**src/rtl/perf430_pkg.sv**
```systemverilog
// perf430_pkg: shared constants for the perf_counter block.
//   - register indices inside the 8-word window
//   - CTRL / STAT bit positions
//   - counter state encoding
//   - identification constant returned by the ID register
package perf430_pkg;

  // Register indices (per_addr[2:0])
  localparam logic [2:0] IDX_CTRL   = 3'd0;
  localparam logic [2:0] IDX_STAT   = 3'd1;
  localparam logic [2:0] IDX_CNT_LO = 3'd2;
  localparam logic [2:0] IDX_CNT_HI = 3'd3;
  localparam logic [2:0] IDX_CMP_LO = 3'd4;
  localparam logic [2:0] IDX_CMP_HI = 3'd5;
  localparam logic [2:0] IDX_ID     = 3'd6;

  // CTRL bit positions
  localparam int CTRL_EN      = 0;
  localparam int CTRL_SRC     = 1;
  localparam int CTRL_IE      = 2;
  localparam int CTRL_CLR     = 3;
  localparam int CTRL_ONESHOT = 4;

  // STAT bit positions
  localparam int STAT_MATCH = 0;
  localparam int STAT_OVF   = 1;
  localparam int STAT_RUN   = 2;

  localparam logic [15:0] PERF_ID = 16'h5043;

  typedef enum logic [1:0] {
    ST_IDLE = 2'd0,
    ST_RUN  = 2'd1,
    ST_HALT = 2'd2
  } perf_state_t;

endpackage

```
**src/rtl/perf_event_sync.sv**
```systemverilog
// perf_event_sync: brings the asynchronous event_in into the mclk domain
// and produces a one-cycle pulse for each rising edge.
//   mclk       - clock
//   reset_n    - asynchronous active-low reset
//   event_in   - external event, asynchronous to mclk
//   event_rise - one mclk-cycle pulse per synchronized rising edge
// Latency: an edge of event_in is captured by sync_q1 on the first rising
// mclk edge, reaches sync_q2 on the second; event_rise is high during the
// following cycle, so a consumer registers it on the third edge.
module perf_event_sync (
  input  logic mclk,
  input  logic reset_n,
  input  logic event_in,
  output logic event_rise
);

  logic sync_q1;
  logic sync_q2;
  logic edge_q;

  always_ff @(posedge mclk or negedge reset_n) begin
    if (!reset_n) begin
      sync_q1 <= 1'b0;
      sync_q2 <= 1'b0;
      edge_q  <= 1'b0;
    end else begin
      sync_q1 <= event_in;
      sync_q2 <= sync_q1;
      edge_q  <= sync_q2;
    end
  end

  assign event_rise = sync_q2 & ~edge_q;

endmodule

```
**src/rtl/perf_counter.sv**
```systemverilog
// perf_counter: 32-bit performance counter peripheral on a 16-bit
// word-addressed peripheral bus, with compare/overflow interrupt.
//   BASE_ADDR  - byte base address of the 16-byte register window
//   mclk       - clock, reset_n - asynchronous active-low reset
//   per_addr   - word address, per_din - write data
//   per_en     - access enable, per_we - byte write enables (0 = read)
//   dbg_freeze - holds the count while high
//   event_in   - asynchronous external event (counted when CTRL.SRC=1)
//   per_dout   - read data, zero when this block is not addressed
//   irq_perf   - level interrupt, IE & (MATCH | OVF)
//   dbg_state  - current counter state (perf_state_t encoding)
//
// Bus handshake: an access lasts one cycle with per_en high. A read
// (per_we == 0) returns data combinationally in that cycle; a write takes
// effect on the rising edge that ends the cycle. There is no stall.
module perf_counter
  import perf430_pkg::*;
#(
  parameter logic [14:0] BASE_ADDR = 15'h0190
) (
  input  logic        mclk,
  input  logic        reset_n,
  input  logic [13:0] per_addr,
  input  logic [15:0] per_din,
  input  logic        per_en,
  input  logic [1:0]  per_we,
  input  logic        dbg_freeze,
  input  logic        event_in,
  output logic [15:0] per_dout,
  output logic        irq_perf,
  output logic [1:0]  dbg_state
);

  // ---------------------------------------------------------------------
  // Bus decode
  // ---------------------------------------------------------------------
  logic       hit;
  logic [2:0] idx;
  logic       rd;
  logic       wr_lo;
  logic       wr_hi;

  assign hit   = per_en & (per_addr[13:3] == BASE_ADDR[14:4]);
  assign idx   = per_addr[2:0];
  assign rd    = hit & (per_we == 2'b00);
  assign wr_lo = hit & per_we[0];
  assign wr_hi = hit & per_we[1];

  // ---------------------------------------------------------------------
  // Registers
  // ---------------------------------------------------------------------
  logic        en_q, src_q, ie_q, oneshot_q;
  logic        match_q, ovf_q;
  logic [31:0] count_q;
  logic [15:0] shadow_q;
  logic [31:0] cmp_q;
  perf_state_t state_q, state_d;

  logic        event_rise;
  logic        clr_pulse;
  logic        w1c_match, w1c_ovf;
  logic        inc;
  logic [31:0] count_inc;
  logic        match_hit, ovf_hit;

  perf_event_sync u_sync (
    .mclk       (mclk),
    .reset_n    (reset_n),
    .event_in   (event_in),
    .event_rise (event_rise)
  );

  // CLR is a strobe carried by the CTRL write itself; it is never stored.
  assign clr_pulse = wr_lo & (idx == IDX_CTRL) & per_din[CTRL_CLR];
  assign w1c_match = wr_lo & (idx == IDX_STAT) & per_din[STAT_MATCH];
  assign w1c_ovf   = wr_lo & (idx == IDX_STAT) & per_din[STAT_OVF];

  // CLR dominates an increment in the same cycle: the count lands on 0 and
  // that would-be increment raises no MATCH/OVF.
  assign inc = (state_q == ST_RUN) & ~dbg_freeze & ~clr_pulse &
               (src_q ? event_rise : 1'b1);
  assign count_inc = count_q + 32'd1;
  assign match_hit = inc & (count_inc == cmp_q);
  assign ovf_hit   = inc & (count_q == 32'hFFFF_FFFF);

  // CTRL: all defined bits live in the low byte.
  always_ff @(posedge mclk or negedge reset_n) begin
    if (!reset_n) begin
      en_q      <= 1'b0;
      src_q     <= 1'b0;
      ie_q      <= 1'b0;
      oneshot_q <= 1'b0;
    end else if (wr_lo && idx == IDX_CTRL) begin
      en_q      <= per_din[CTRL_EN];
      src_q     <= per_din[CTRL_SRC];
      ie_q      <= per_din[CTRL_IE];
      oneshot_q <= per_din[CTRL_ONESHOT];
    end
  end

  // STAT flags: a set in the same cycle wins over write-1-to-clear.
  always_ff @(posedge mclk or negedge reset_n) begin
    if (!reset_n) begin
      match_q <= 1'b0;
      ovf_q   <= 1'b0;
    end else begin
      match_q <= match_hit | (match_q & ~w1c_match);
      ovf_q   <= ovf_hit   | (ovf_q   & ~w1c_ovf);
    end
  end

  always_ff @(posedge mclk or negedge reset_n) begin
    if (!reset_n) begin
      count_q <= '0;
    end else if (clr_pulse) begin
      count_q <= '0;
    end else if (inc) begin
      count_q <= count_inc;
    end
  end

  // Reading CNT_LO snapshots the upper half so a following CNT_HI read
  // forms a coherent 32-bit value even while the counter keeps running.
  always_ff @(posedge mclk or negedge reset_n) begin
    if (!reset_n) begin
      shadow_q <= '0;
    end else if (clr_pulse) begin
      shadow_q <= '0;
    end else if (rd && idx == IDX_CNT_LO) begin
      shadow_q <= count_q[31:16];
    end
  end

  always_ff @(posedge mclk or negedge reset_n) begin
    if (!reset_n) begin
      cmp_q <= '0;
    end else begin
      if (wr_lo && idx == IDX_CMP_LO) cmp_q[7:0]   <= per_din[7:0];
      if (wr_hi && idx == IDX_CMP_LO) cmp_q[15:8]  <= per_din[15:8];
      if (wr_lo && idx == IDX_CMP_HI) cmp_q[23:16] <= per_din[7:0];
      if (wr_hi && idx == IDX_CMP_HI) cmp_q[31:24] <= per_din[15:8];
    end
  end

  // ---------------------------------------------------------------------
  // Counter state machine
  // ---------------------------------------------------------------------
  always_ff @(posedge mclk or negedge reset_n) begin
    if (!reset_n) state_q <= ST_IDLE;
    else          state_q <= state_d;
  end

  always_comb begin
    state_d = state_q;
    case (state_q)
      ST_IDLE: if (en_q) state_d = ST_RUN;
      ST_RUN: begin
        if (!en_q)                        state_d = ST_IDLE;
        else if (match_hit && oneshot_q)  state_d = ST_HALT;
      end
      ST_HALT: if (!en_q || clr_pulse) state_d = ST_IDLE;
      default: state_d = ST_IDLE;
    endcase
  end

  assign dbg_state = state_q;

  // ---------------------------------------------------------------------
  // Read mux and outputs
  // ---------------------------------------------------------------------
  logic [15:0] rd_data;

  always_comb begin
    rd_data = '0;
    case (idx)
      IDX_CTRL: begin
        rd_data[CTRL_EN]      = en_q;
        rd_data[CTRL_SRC]     = src_q;
        rd_data[CTRL_IE]      = ie_q;
        rd_data[CTRL_ONESHOT] = oneshot_q;
      end
      IDX_STAT: begin
        rd_data[STAT_MATCH] = match_q;
        rd_data[STAT_OVF]   = ovf_q;
        rd_data[STAT_RUN]   = (state_q == ST_RUN);
      end
      IDX_CNT_LO: rd_data = count_q[15:0];
      IDX_CNT_HI: rd_data = shadow_q;
      IDX_CMP_LO: rd_data = cmp_q[15:0];
      IDX_CMP_HI: rd_data = cmp_q[31:16];
      IDX_ID:     rd_data = PERF_ID;
      default:    rd_data = '0;
    endcase
  end

  // The bus is OR-combined, so anything other than our own read is 0.
  // reset_n gates the read path so ID does not leak out during reset.
  assign per_dout = (rd && reset_n) ? rd_data : 16'h0000;
  assign irq_perf = ie_q & (match_q | ovf_q);

endmodule

```
**config.mk**
```make
export PLATFORM = sky130hd
export DESIGN_NAME = perf_counter
export DESIGN_NICKNAME = d
export VERILOG_FILES = /design/src/rtl/perf430_pkg.sv /design/src/rtl/perf_event_sync.sv /design/src/rtl/perf_counter.sv
export SDC_FILE = /design/constraint.sdc
export NUM_CORES = 1
export LEC_CHECK = 0
export CAP_MARGIN = 40
export CORE_AREA = 2 2 105 107
export CTS_BUF_LIST = sky130_fd_sc_hd__clkbuf_4 sky130_fd_sc_hd__clkbuf_8
export CTS_CLUSTER_DIAMETER = 40
export DETAILED_ROUTE_END_ITERATION = 6
export DIE_AREA = 0 0 107 109
export PLACE_DENSITY = 0.76
export REMOVE_ABC_BUFFERS = 1
export SLEW_MARGIN = 40
export SYNTH_ARGS = -nofsm -noshare
export SYNTH_HDL_FRONTEND = slang
export SYNTH_SLANG_ARGS = --single-unit
```
**constraint.sdc**
```tcl
create_clock -name mclk -period 3.6 [get_ports mclk]
set_input_delay 0.36 -clock mclk [delete_from_list [all_inputs] [get_ports mclk]]
set_output_delay 0.36 -clock mclk [all_outputs]
set_load 0.005 [all_outputs]
```
# [Yosys cells after proc, flatten, opt, wreduce, memory -nomap -nowiden]
# Cells that the tools add are included.
[word_totals] register_bits=91 inputBits=37 output_inout_bits=19 wordCells=88
[op_classes] addsub=1 n_eq_ne=14 mux=15 bitwise_logic=26 reduce_logical=16
[op_table] operator="2-to-1 mux 32 bit" count=2
[op_table] operator="one-hot mux 11 bit (5 select lines)" count=1
[op_table] operator="2-to-1 mux 16 bit" count=3
[op_table] operator="adder 32 x 1 -> 32 bit, second input constant" count=1
[op_table] operator="equality test 32 bit" count=1
[op_table] operator="equality test 32 bit, second input constant" count=1
[op_table] operator="one-hot mux 3 bit (7 select lines)" count=1
[op_table] operator="AND 1 bit" count=18
[op_table] operator="equality test 11 x 5 -> 1 bit, second input constant" count=1
[op_table] operator="equality test 3 bit, second input constant" count=3
[op_table] operator="logical AND 1 bit" count=8
[op_table] operator="2-to-1 mux 2 bit" count=4
[op_table] operator="equality test 3 x 2 -> 1 bit, second input constant" count=2
[op_table] operator="one-hot mux 2 bit (3 select lines)" count=1
[op_table] operator="inverter 1 bit" count=5
[op_table] operator="one-hot mux 1 bit (5 select lines)" count=1
[op_table] operator="zero test 2 bit" count=2
[op_table] operator="inequality test 2 bit, second input constant" count=2
[op_table] operator="one-hot mux 1 bit (4 select lines)" count=1
[op_table] operator="nonzero test 2 bit" count=2
[op_table] operator="equality test 3 x 1 -> 1 bit, second input constant" count=1
[op_table] operator="zero test 3 bit" count=1
[op_table] operator="inequality test 3 x 2 -> 1 bit, second input constant" count=1
[op_table] operator="OR 1 bit" count=3
[op_table] operator="6 further kinds" count=6

# [Logic depth before layout (Yosys ltp)]
# Gate-level depths: netlist (run 1).
[logic_depth] word_depth=13 depth_mapped=10 mapped_depth_nobuf=8

# [Cells and area by module]
# A second synthesis (run 1) with hierarchy kept.
[unflattened] hier_cells=633 hier_area_um2=5720.5
[modules_own_cells] mod="perf_counter" instances=1 cells_each=629 area_each_um2=5631.7 seq_area_each_um2=2202.1
[modules_own_cells] mod="perf_event_sync" instances=1 cells_each=4 area_each_um2=88.8 seq_area_each_um2=75.1

# [Worst setup path after synthesis (run 1)]
# Ideal clock, no wire load.
[synth_timing] path_kind="flip-flop to flip-flop" startpoint="reg count_q[0]" endpoint="reg state_q[1] (netlist: dbg_state[1])" setup_time_ps=103 arrival_ps=2454 t_required_ps=3497 slack_ps=1043 stages_incl_launch_ff=9 path_buffers=0 synth_period_minus_slack_ps=2557 path_cell_list="dfrtp_1 ha_1 nand4_1 o31a_1 o21a_1 or4b_1 nor4_2 o2111ai_2 o41ai_2"
[synth_via] elab_chain_len=6
[synth_rtl] element="start, declared" line_no="perf_counter.sv:54" source="logic [31:0] count_q;"
[synth_rtl] element="start signal, assigned" line_no="perf_counter.sv:118" source="count_q <= count_inc;"
[synth_rtl] element="adder 32 x 1 -> 32 bit" line_no="perf_counter.sv:82" source="assign count_inc = count_q + 32'd1;"
[synth_rtl] element="equality test 32 bit" line_no="perf_counter.sv:83" source="assign match_hit = inc & (count_inc == cmp_q);"
[synth_rtl] element="AND 1 bit" line_no="perf_counter.sv:83"
[synth_rtl] element="logical AND 1 bit" line_no="perf_counter.sv:159" source="else if (match_hit && oneshot_q) state_d = ST_HALT;"
[synth_rtl] element="inequality test 3 x 2 -> 1 bit (no line)"
[synth_rtl] element="AND reduction 3 bit (no line)"
[synth_rtl] element="end signal, assigned" line_no="perf_counter.sv:150" source="else state_q <= state_d;"
[synth_rtl] element="end, declared" line_no="perf_counter.sv:57" source="perf_state_t state_q, state_d;"
# No other way between the ends.
# A chain may end at the register's enable or synchronous reset.

# [Worst setup path after layout (run 1)]
[layout_timing] startpoint="in per_addr[7]" endpoint="out per_dout[12]"
[layout_via] elab_chain_len=5
[layout_rtl] element="start, declared" line_no="perf_counter.sv:23" source="input logic [13:0] per_addr,"
[layout_rtl] element="equality test 11 x 5 -> 1 bit" line_no="perf_counter.sv:43" source="assign hit = per_en & (per_addr[13:3] == BASE_ADDR[14:4]);"
[layout_rtl] element="AND 1 bit" line_no="perf_counter.sv:43"
[layout_rtl] element="AND 1 bit" line_no="perf_counter.sv:45" source="assign rd = hit & (per_we == 2'b00);"
[layout_rtl] element="logical AND 1 bit" line_no="perf_counter.sv:198" source="assign per_dout = (rd && reset_n) ? rd_data : 16'h0000;"
[layout_rtl] element="2-to-1 mux 16 bit" line_no="perf_counter.sv:198"
[layout_rtl] element="end, declared" line_no="perf_counter.sv:29" source="output logic [15:0] per_dout,"
# No other way between the ends.

==> flow_summary.ini, run 1 <==
[outcome]
outcome = finished clean

[layout]
area_delta_synth_final_pct = 16.3
multi_input_area_sq_um = 3160
drive_gt1_frac = 0.132
n_fill_cell = 904
final_common_cell = dfrtp_1
layout_common_cells = dfrtp_1 (91), nand2_1 (75), nor2_1 (74)
seq_area_sq_um = 2280
num_antenna_cells = 0
fin_nets = 713

[synth]
synth_cells = 631
ys_ff_latch = 91
synth_edf_count = 0
synth_seq_area_share = 0.400
synth_warnings = 0
synth_area_per_cell_sq_um = 9.01
synthFlopType = dfrtp_1
synth_cell_types = 62
synth_area_sq_um = 5690
async_flop_share = 1.00

[global_routing]
grt-ovfl-total = 0
grt_max_degree = 49
grt_pass1_wl_um = 27400
grt_util_all_layers = 0.308
antenna_found_initial = 0
grt_pass1_vias = 5175

[placed_design]
gp_congestion = 1.01
dp_slack_ns = 0.421
port_buffers = 55
dpl.hpwl_um = 12600

[critical_path]
cp_max_fo = 11
worstPathRequired_ns = 3.24
end_kind = primary output
cp-start-kind = input port
worst-r2r-cell-count = 8
path_cells = clkdlybuf4s50_1 -> nor4bb_1 -> and3_1 -> nor3b_1 -> o2111ai_1 -> buf_4 -> nor2_1 -> clkdlybuf4s50_1
r2r_setup_slack_ns = 0.47
crit_top_cell = clkdlybuf4s50_1
arrival_ns = 2.78
slowest_stage = clkdlybuf4s50_1
max_stage_delay_ns = 0.53
setup.worst_path.class = in -> out

[clock_network]
path_clk_slew_ns = 0.09
cts_resized = 0
cts.sinks = 91
cts_buffer_depth = 2
clock_latency_ns = 0.37
cts_tree = built
cts-root-buf = clkbuf_8
htree_levels = 3
numCtsBuffers = 9

[route]
drt_iter0_markers = 478
drc = 0
wl_met1_um = 6940
highest-signal-layer = met4
route.met3.wl_um = 1320
met2_wirelength_um = 8160
vias = 5179
routed_wl_um = 17200
wl_per_cell_um = 21.0
vias_per_cell = 6.32
final_antenna_net_count = 0
first_pass_iters = 5

[pwr]
seqPwrFrac = 0.490
power_frac_clock = 0.342
pwr-share-comb = 0.168
total_power_uw = 2400
p_sw_frac = 0.304
p_switching_uw = 730
p_leak_uw = 0.00277
ir_drop_mv = 0.240
powerDensity_nw_per_um2 = 363
power.internal_uw = 1670

[timing]
slew_viol_final = 0
timing.fmax_mhz = 319
fin_skew_ns = 0.0144
rsz0062_at_grt = no
max-slew-margin-rel = 0.585
fin_ws_ns = 0.460
post-route-period-util = 0.872
worstMarginPinSlew_ns = 0.617
finalHoldViolCount = 0
setup_viol = 0
finalCriticalPeriod_ns = 3.14
setup_tns_ns = 0

[floorplan]
io-pin-count = 56
floorplan.rows = 38
dieWidth_um = 107
die_y_um = 109
core-area_sq_um = 10600
dieArea_sq_um = 11700
start_util = 0.536

[job]
maxCapViolations = 0

[hold_path]
min_path_cells = 0
hold_class = reg -> reg
final cells by class:
type / instances / share of cell area
Tap cell: 140 / 0.0265
Inverter: 10 / 0.00567
Timing Repair Buffer: 80 / 0.112
Clock inverter: 6 / 0.0142
Clock buffer: 10 / 0.0208
Multi-Input combinational cell: 483 / 0.477
Sequential cell: 91 / 0.344
cells in the mapped netlist, types with 4 or more instances:
library cell  count  area share
buf_2            10      0.0088
nand3_1          16       0.014
mux2i_1           4      0.0070
dfrtp_1          91        0.40
nor3b_1           4      0.0053
a21oi_1          20       0.018
mux2_2           36       0.071
o22ai_1           4      0.0044
and4_1            8       0.012
nand4_1          14       0.015
and2_1            6      0.0066
a211oi_1          8       0.011
inv_1             9      0.0059
a22oi_1          16       0.021
xor2_1           30       0.046
clkbuf_1         29       0.019
a222oi_1          4      0.0070
nor2_1           74       0.049
o21ai_0          27       0.024
nor3_1           15       0.013
nand2_1          75       0.050
and3_1            9      0.0099
buf_4             7      0.0092
xnor2_1          34       0.052
nand2b_1          6      0.0066
a31oi_1          11       0.012
nor4_1           11       0.012
state kept, by name (all words and copies together), names as in the netlist:
| name | count |
|---|---|
| cmp_q | 32 |
| count_q | 32 |
| shadow_q | 16 |
| dbg_state | 2 |
| en_q | 1 |
| ie_q | 1 |
| match_q | 1 |
| oneshot_q | 1 |
| ovf_q | 1 |
| src_q | 1 |
| u_sync.edge_q | 1 |
| u_sync.sync_q1 | 1 |
| u_sync.sync_q2 | 1 |
worst paths after layout:
path / startpoint / end
max reg2reg: count_q[0]$_DFFE_PN0P_ / dbg_state[1]$_DFFE_PN0P_
min: u_sync.sync_q1$_DFF_PN0_ / u_sync.sync_q2$_DFF_PN0_
max in group asynchronous: reset_n / count_q[27]$_DFFE_PN0P_
min in group asynchronous: reset_n / count_q[6]$_DFFE_PN0P_
max: per_addr[7] / per_dout[12]
min reg2reg: u_sync.sync_q1$_DFF_PN0_ / u_sync.sync_q2$_DFF_PN0_
power groups by stage:
stage	clock, uW	sequential [uW]	combinational, uW
6_report	822	1180	403
3_3_place_gp	0	1190	380
5_1_grt	879	1180	440
4_1_cts	827	1170	396
2_1_floorplan	0	1170	240
3_5_place_dp	0	1190	389
worst max-delay path, delay by kind of cell:
| family | cells | cell delay (ns) |
|---|---|---|
| AND/OR/NAND/NOR | 4 | 1.02 |
| AO/OA/AOI/OAI | 1 | 0.18 |
| buffers and inverters | 3 | 1.22 |
cell families (layout without fill, tap and decap cells):
kind of cell               Yosys count  after routing  synth area share
and+or+nand+nor                    259            259             0.229
AOI/OAI and AO/OA                  118            118             0.145
DFF                                 91             91             0.400
xor gates and xnor gates            64             64            0.0986
buffers and inverters               57            106            0.0444
muxes                               40             40            0.0783
adders and majority gates            2              2           0.00396
stage by stage:
stage	std cells	area, sq um	utilization	hold WS, ns
2_1_floorplan	584	5470	-	0.0644
3_3_place_gp	803	6370	0.601	0.288
3_5_place_dp	803	6370	0.601	0.290
4_1_cts	820	6620	0.624	0.371
5_1_grt	820	6620	0.624	0.385
6_report	820	6620	0.624	0.369
routing by layer:
| metal | global-route usage | up-vias |
|---|---|---|
| met2 | 0.500 | 262 |
| met5 | 0 | - |
| li1 | - | 2336 |
| met4 | 0.151 | 0 |
| met1 | 0.402 | 2524 |
| met3 | 0.0514 | 57 |
what timing repair did:
item                      4_1_cts  5_1_grt
hold buffers                    1        0
buffers inserted                0        0
hold endpoints to repair       22        0
Power figures use the tool's default switching activity.
==> inputs of run 2 (changes only) <==
--- a/config.mk
+++ b/config.mk
@@ -6,12 +6,12 @@
 export NUM_CORES = 1
 export LEC_CHECK = 0
 export CAP_MARGIN = 40
-export CORE_AREA = 2 2 105 107
+export CORE_AREA = 2 2 110 112
 export CTS_BUF_LIST = sky130_fd_sc_hd__clkbuf_4 sky130_fd_sc_hd__clkbuf_8
 export CTS_CLUSTER_DIAMETER = 40
 export DETAILED_ROUTE_END_ITERATION = 6
-export DIE_AREA = 0 0 107 109
-export PLACE_DENSITY = 0.76
+export DIE_AREA = 0 0 112 114
+export PLACE_DENSITY = 0.7
 export REMOVE_ABC_BUFFERS = 1
 export SLEW_MARGIN = 40
 export SYNTH_ARGS = -nofsm -noshare
==> run 2 against run 1 <==
- die area is 9.5% higher
- count of clock-buffer cells in the layout is 4 higher
- wire length up 3.8%
- first-iteration DRC count fell by 13%
- non-clock buffer count up 1
- utilization is 6.2 points lower
- hold slack lost 0.23 ns
- flip-flop and latch count stayed put
- critical path type unchanged
==> flow_summary.ini, run 2 (synthesized netlist as in run 1, its figures left out) <==
[global_routing]
antenna_found_initial = 0
grt_max_degree = 48
grt_util_all_layers = 0.283
grt-ovfl-total = 0
grt_pass1_wl_um = 27600
grt_pass1_vias = 4947

[pwr]
total_power_uw = 2260
ir_drop_mv = 0.237
p_leak_uw = 0.00277
powerDensity_nw_per_um2 = 344

[placed_design]
port_buffers = 55
dpl.cell_count = 812
gp_congestion = 0.934
dpl_cell_area_sq_um = 6400
dpl.hpwl_um = 13300

[route]
wl_per_cell_um = 21.5
drc = 0
vias_per_cell = 6.20
routed_wl_um = 17800
drt_iter0_markers = 414
first_pass_iters = 6
final_antenna_net_count = 0
vias = 5137

[critical_path]
setup.worst_path.class = in -> out
r2r_setup_slack_ns = 0.36
crit_start = per_en
r2r-start = count_q[4]$_DFFE_PN0P_
end_kind = primary output
worstPathRequired_ns = 3.24
cp-start-kind = input port
cp_max_fo = 11
arrival_ns = 2.93

[timing]
fin_skew_ns = 0.0141
setup_tns_ns = 0
post-route-period-util = 0.914
setup_viol = 0
rsz0062_at_grt = no
timing.fmax_mhz = 304
max-slew-margin-rel = 0.568
holdWs_ns = 0.142
finalHoldViolCount = 0
finalCriticalPeriod_ns = 3.29
slew_viol_final = 0
worstMarginPinSlew_ns = 0.648

[floorplan]
dieArea_sq_um = 12800
dieWidth_um = 112
die_y_um = 114
floorplan.rows = 40
start_util = 0.486
io-pin-count = 56
core-area_sq_um = 11700

[layout]
drive_gt1_frac = 0.135
layout_common_cells = dfrtp_1 (91), nand2_1 (75), nor2_1 (74)
multi_input_area_sq_um = 3160
n_fill_cell = 1094
area_delta_synth_final_pct = 15.8
fin_area_sq_um = 6580
top_regs = cmp_q: 32 flops, count_q: 32 flops, shadow_q: 16 flops
final_common_cell = dfrtp_1
num_antenna_cells = 0
fin_nets = 714
seq_area_sq_um = 2280
stdcell_count = 828

[clock_network]
cts-root-buf = clkbuf_8
cts_tree = built
path_clk_slew_ns = 0.09
cts_hold_buf = 0
cts_setup_buffers = 0
clock_latency_ns = 0.38
cts.sinks = 91
cts_resized = 0
cts_buffer_depth = 2
numCtsBuffers = 9
htree_levels = 3

[job]
maxCapViolations = 0

[outcome]
outcome = finished clean

[hold_path]
hold_class = in -> async
## run 2: cell types whose count changed in the layout (fill, tap and decap cells not counted), moves of 2 or more
cell	delta
clkinv_2	+2
buf_4	+2
clkbuf_4	+3
bufinv_16	-2
inv_6	-2
## run 2: routing by layer
layer / global-route usage / vias to the layer above / routed length, um
li1: - / 2346 / -
met1: 0.378 / 2543 / 7650
met2: 0.469 / 212 / 8560
met3: 0.0542 / 36 / 1180
met4: 0.0886 / 0 / 447
met5: 0 / - / 0
## run 2: final timing paths
check	to	depth (start not counted)
worst max-delay path	per_dout[9]	8
worst min-delay path	count_q[19]$_DFFE_PN0P_	2
worst max register to register	dbg_state[1]$_DFFE_PN0P_	7
worst min register to register	u_sync.sync_q2$_DFF_PN0_	0
max in group asynchronous	cmp_q[16]$_DFFE_PN0P_	3
min in group mclk	u_sync.sync_q2$_DFF_PN0_	0
## run 2: worst max-delay path, cell delays in order
cell and delay (ns):
clkdlybuf4s50_1 0.46, nor4bb_1 0.25, and3_1 0.29, nor3b_1 0.40, o2111ai_1 0.18, buf_4 0.22, a21oi_1 0.22, clkdlybuf4s50_1 0.55
## run 2: cell type report
| class | count | area share |
|---|---|---|
| clock buffer | 14 | 0.0264 |
| clock inverter | 2 | 0.00152 |
| inverter | 10 | 0.00570 |
| multi-input combinational | 483 | 0.480 |
| sequential | 91 | 0.346 |
| tap | 147 | 0.0279 |
| timing repair buffer | 81 | 0.113 |
## run 2: metrics by stage
stage                     setup WS (ns)   util
after floorplan                   0.997      -
after detailed placement          0.362  0.546
after global placement            0.403  0.546
final                             0.308  0.562
after global routing              0.144  0.562
after CTS                         0.328  0.562
## run 2: report_power, final
part	leakage [uW]	internal [uW]	switching (uW)
logic	0.00144	188	221
clock network	0.000101	311	360
registers	0.00123	1070	113
total	0.00277	1570	694
==> inputs of run 3 (changes only) <==
--- a/config.mk
+++ b/config.mk
@@ -6,11 +6,11 @@
 export NUM_CORES = 1
 export LEC_CHECK = 0
 export CAP_MARGIN = 40
-export CORE_AREA = 2 2 110 112
+export CORE_AREA = 2 2 123 101
 export CTS_BUF_LIST = sky130_fd_sc_hd__clkbuf_4 sky130_fd_sc_hd__clkbuf_8
 export CTS_CLUSTER_DIAMETER = 40
 export DETAILED_ROUTE_END_ITERATION = 6
-export DIE_AREA = 0 0 112 114
+export DIE_AREA = 0 0 125 103
 export PLACE_DENSITY = 0.7
 export REMOVE_ABC_BUFFERS = 1
 export SLEW_MARGIN = 40
==> run 3 against run 2 <==
- die area is 0.84% higher
- global-route usage up 1.0 points
- hold slack worse by 0.050 ns
- first-iteration DRC count rose by 23%
- non-clock buffer count rose by 2
- critical path type unchanged
- largest cell class unchanged
==> flow_summary.ini, run 3 (synthesized netlist as in run 1, its figures left out) <==
[route]
vias = 5166
final_antenna_net_count = 0
drc = 0
drt_iter0_markers = 509
routed_wl_um = 18300
vias_per_cell = 6.19
wl_per_cell_um = 21.9
first_pass_iters = 5

[pwr]
p_leak_uw = 0.00278
ir_drop_mv = 0.173
total_power_uw = 2410
powerDensity_nw_per_um2 = 363

[layout]
top_regs = cmp_q: 32 flops, count_q: 32 flops, shadow_q: 16 flops
final_common_cell = dfrtp_1
fin_util = 0.563
area_delta_synth_final_pct = 16.8
drive_gt1_frac = 0.138
layout_common_cells = dfrtp_1 (91), nand2_1 (75), nor2_1 (74)
num_antenna_cells = 0
fin_nets = 716

[floorplan]
floorplan.rows = 36
io-pin-count = 56
core-area_sq_um = 11800
start_util = 0.482
dieArea_sq_um = 12900
dieWidth_um = 125
die_y_um = 103

[clock_network]
htree_levels = 3
path_clk_slew_ns = 0.09
cts_hold_buf = 0
cts_tree = built
cts_resized = 0
cts_buffer_depth = 2
cts_setup_buffers = 0
cts-root-buf = clkbuf_8
numCtsBuffers = 9
clock_latency_ns = 0.39
cts.sinks = 91

[global_routing]
antenna_found_initial = 0
grt-ovfl-total = 0
grt_util_all_layers = 0.293
grt_pass1_wl_um = 28800
grt_max_degree = 53
grt_pass1_vias = 5139

[timing]
setup_tns_ns = 0
finalHoldViolCount = 0
timing.fmax_mhz = 319
post-route-period-util = 0.871
fin_skew_ns = 0.0106
setup_viol = 0
max-slew-margin-rel = 0.544
rsz0062_at_grt = no
worstMarginPinSlew_ns = 0.684
finalCriticalPeriod_ns = 3.14
slew_viol_final = 0
fin_ws_ns = 0.465

[placed_design]
dpl.hpwl_um = 13400
dp_slack_ns = 0.480
port_buffers = 55
gp_congestion = 0.951

[outcome]
outcome = finished clean

[critical_path]
worstPathRequired_ns = 3.24
arrival_ns = 2.78
cp_max_fo = 11
setup.worst_path.class = in -> out
cp-start-kind = input port
end_kind = primary output

[hold_path]
hold_class = in -> async

[job]
maxCapViolations = 0
==> run 3: cell types whose count changed in the layout (fill, tap and decap cells not counted), sizes merged <==
| cell | change |
|---|---|
| clkinvlp | +2 |
| clkbuf | -4 |
| inv | +1 |
| buf | +2 |
| clkinv | -1 |
| bufinv | +2 |
==> run 3: area by class of cell <==
type	instances	area, sq um
Clock buffer	10	131
Clock inverter	6	88.8
Fill cell	1108	5160
Inverter	10	37.5
Multi-Input combinational cell	483	3160
Sequential cell	91	2280
Tap cell	152	190
Timing Repair Buffer	83	758
==> run 3: metrics by stage <==
| stage | hold WS [ns] | instance area, sq um | instances |
|---|---|---|---|
| after detailed placement | 0.337 | 6420 | 819 |
| after floorplan | 0.0644 | 5470 | 584 |
| final | 0.0922 | 6640 | 835 |
| after global routing | 0.140 | 6640 | 835 |
| after CTS | 0.106 | 6640 | 835 |
| after global placement | 0.336 | 6420 | 819 |
==> run 3: power by group <==
part           total [uW]  internal (uW)  switching (uW)
combinational         461            199             262
clock                 799            400             399
sequential           1150           1070            83.3
==> run 3: path summary, 6_finish.rpt <==
path | from | end | slack [ns] | cells past startpoint
max in group asynchronous | reset_n | count_q[15]$_DFFE_PN0P_ | 2.38 | 3
hold reg to reg | u_sync.sync_q1$_DFF_PN0_ | u_sync.sync_q2$_DFF_PN0_ | 0.36 | 0
setup / recovery | per_addr[9] | per_dout[5] | 0.46 | 8
min in group mclk | u_sync.sync_q1$_DFF_PN0_ | u_sync.sync_q2$_DFF_PN0_ | 0.36 | 0
setup reg to reg | count_q[0]$_DFFE_PN0P_ | dbg_state[1]$_DFFE_PN0P_ | 0.52 | 9
hold / removal | reset_n | cmp_q[23]$_DFFE_PN0P_ | 0.09 | 2
==> run 3: metal layers <==
layer  up-vias  GRT usage  wire length, um
li1       2347          -                -
met1      2563      0.408             8350
met2       228      0.448             7980
met3        28     0.0721             1520
met4         0      0.107              418
met5         -          0                0
==> run 3: critical path, stage by stage <==
cell	delay, ns
clkdlybuf4s50_1	0.40
nor4_1	0.27
and3_1	0.27
nor3b_1	0.38
o2111ai_1	0.17
buf_4	0.24
nor2_1	0.17
clkdlybuf4s50_1	0.52
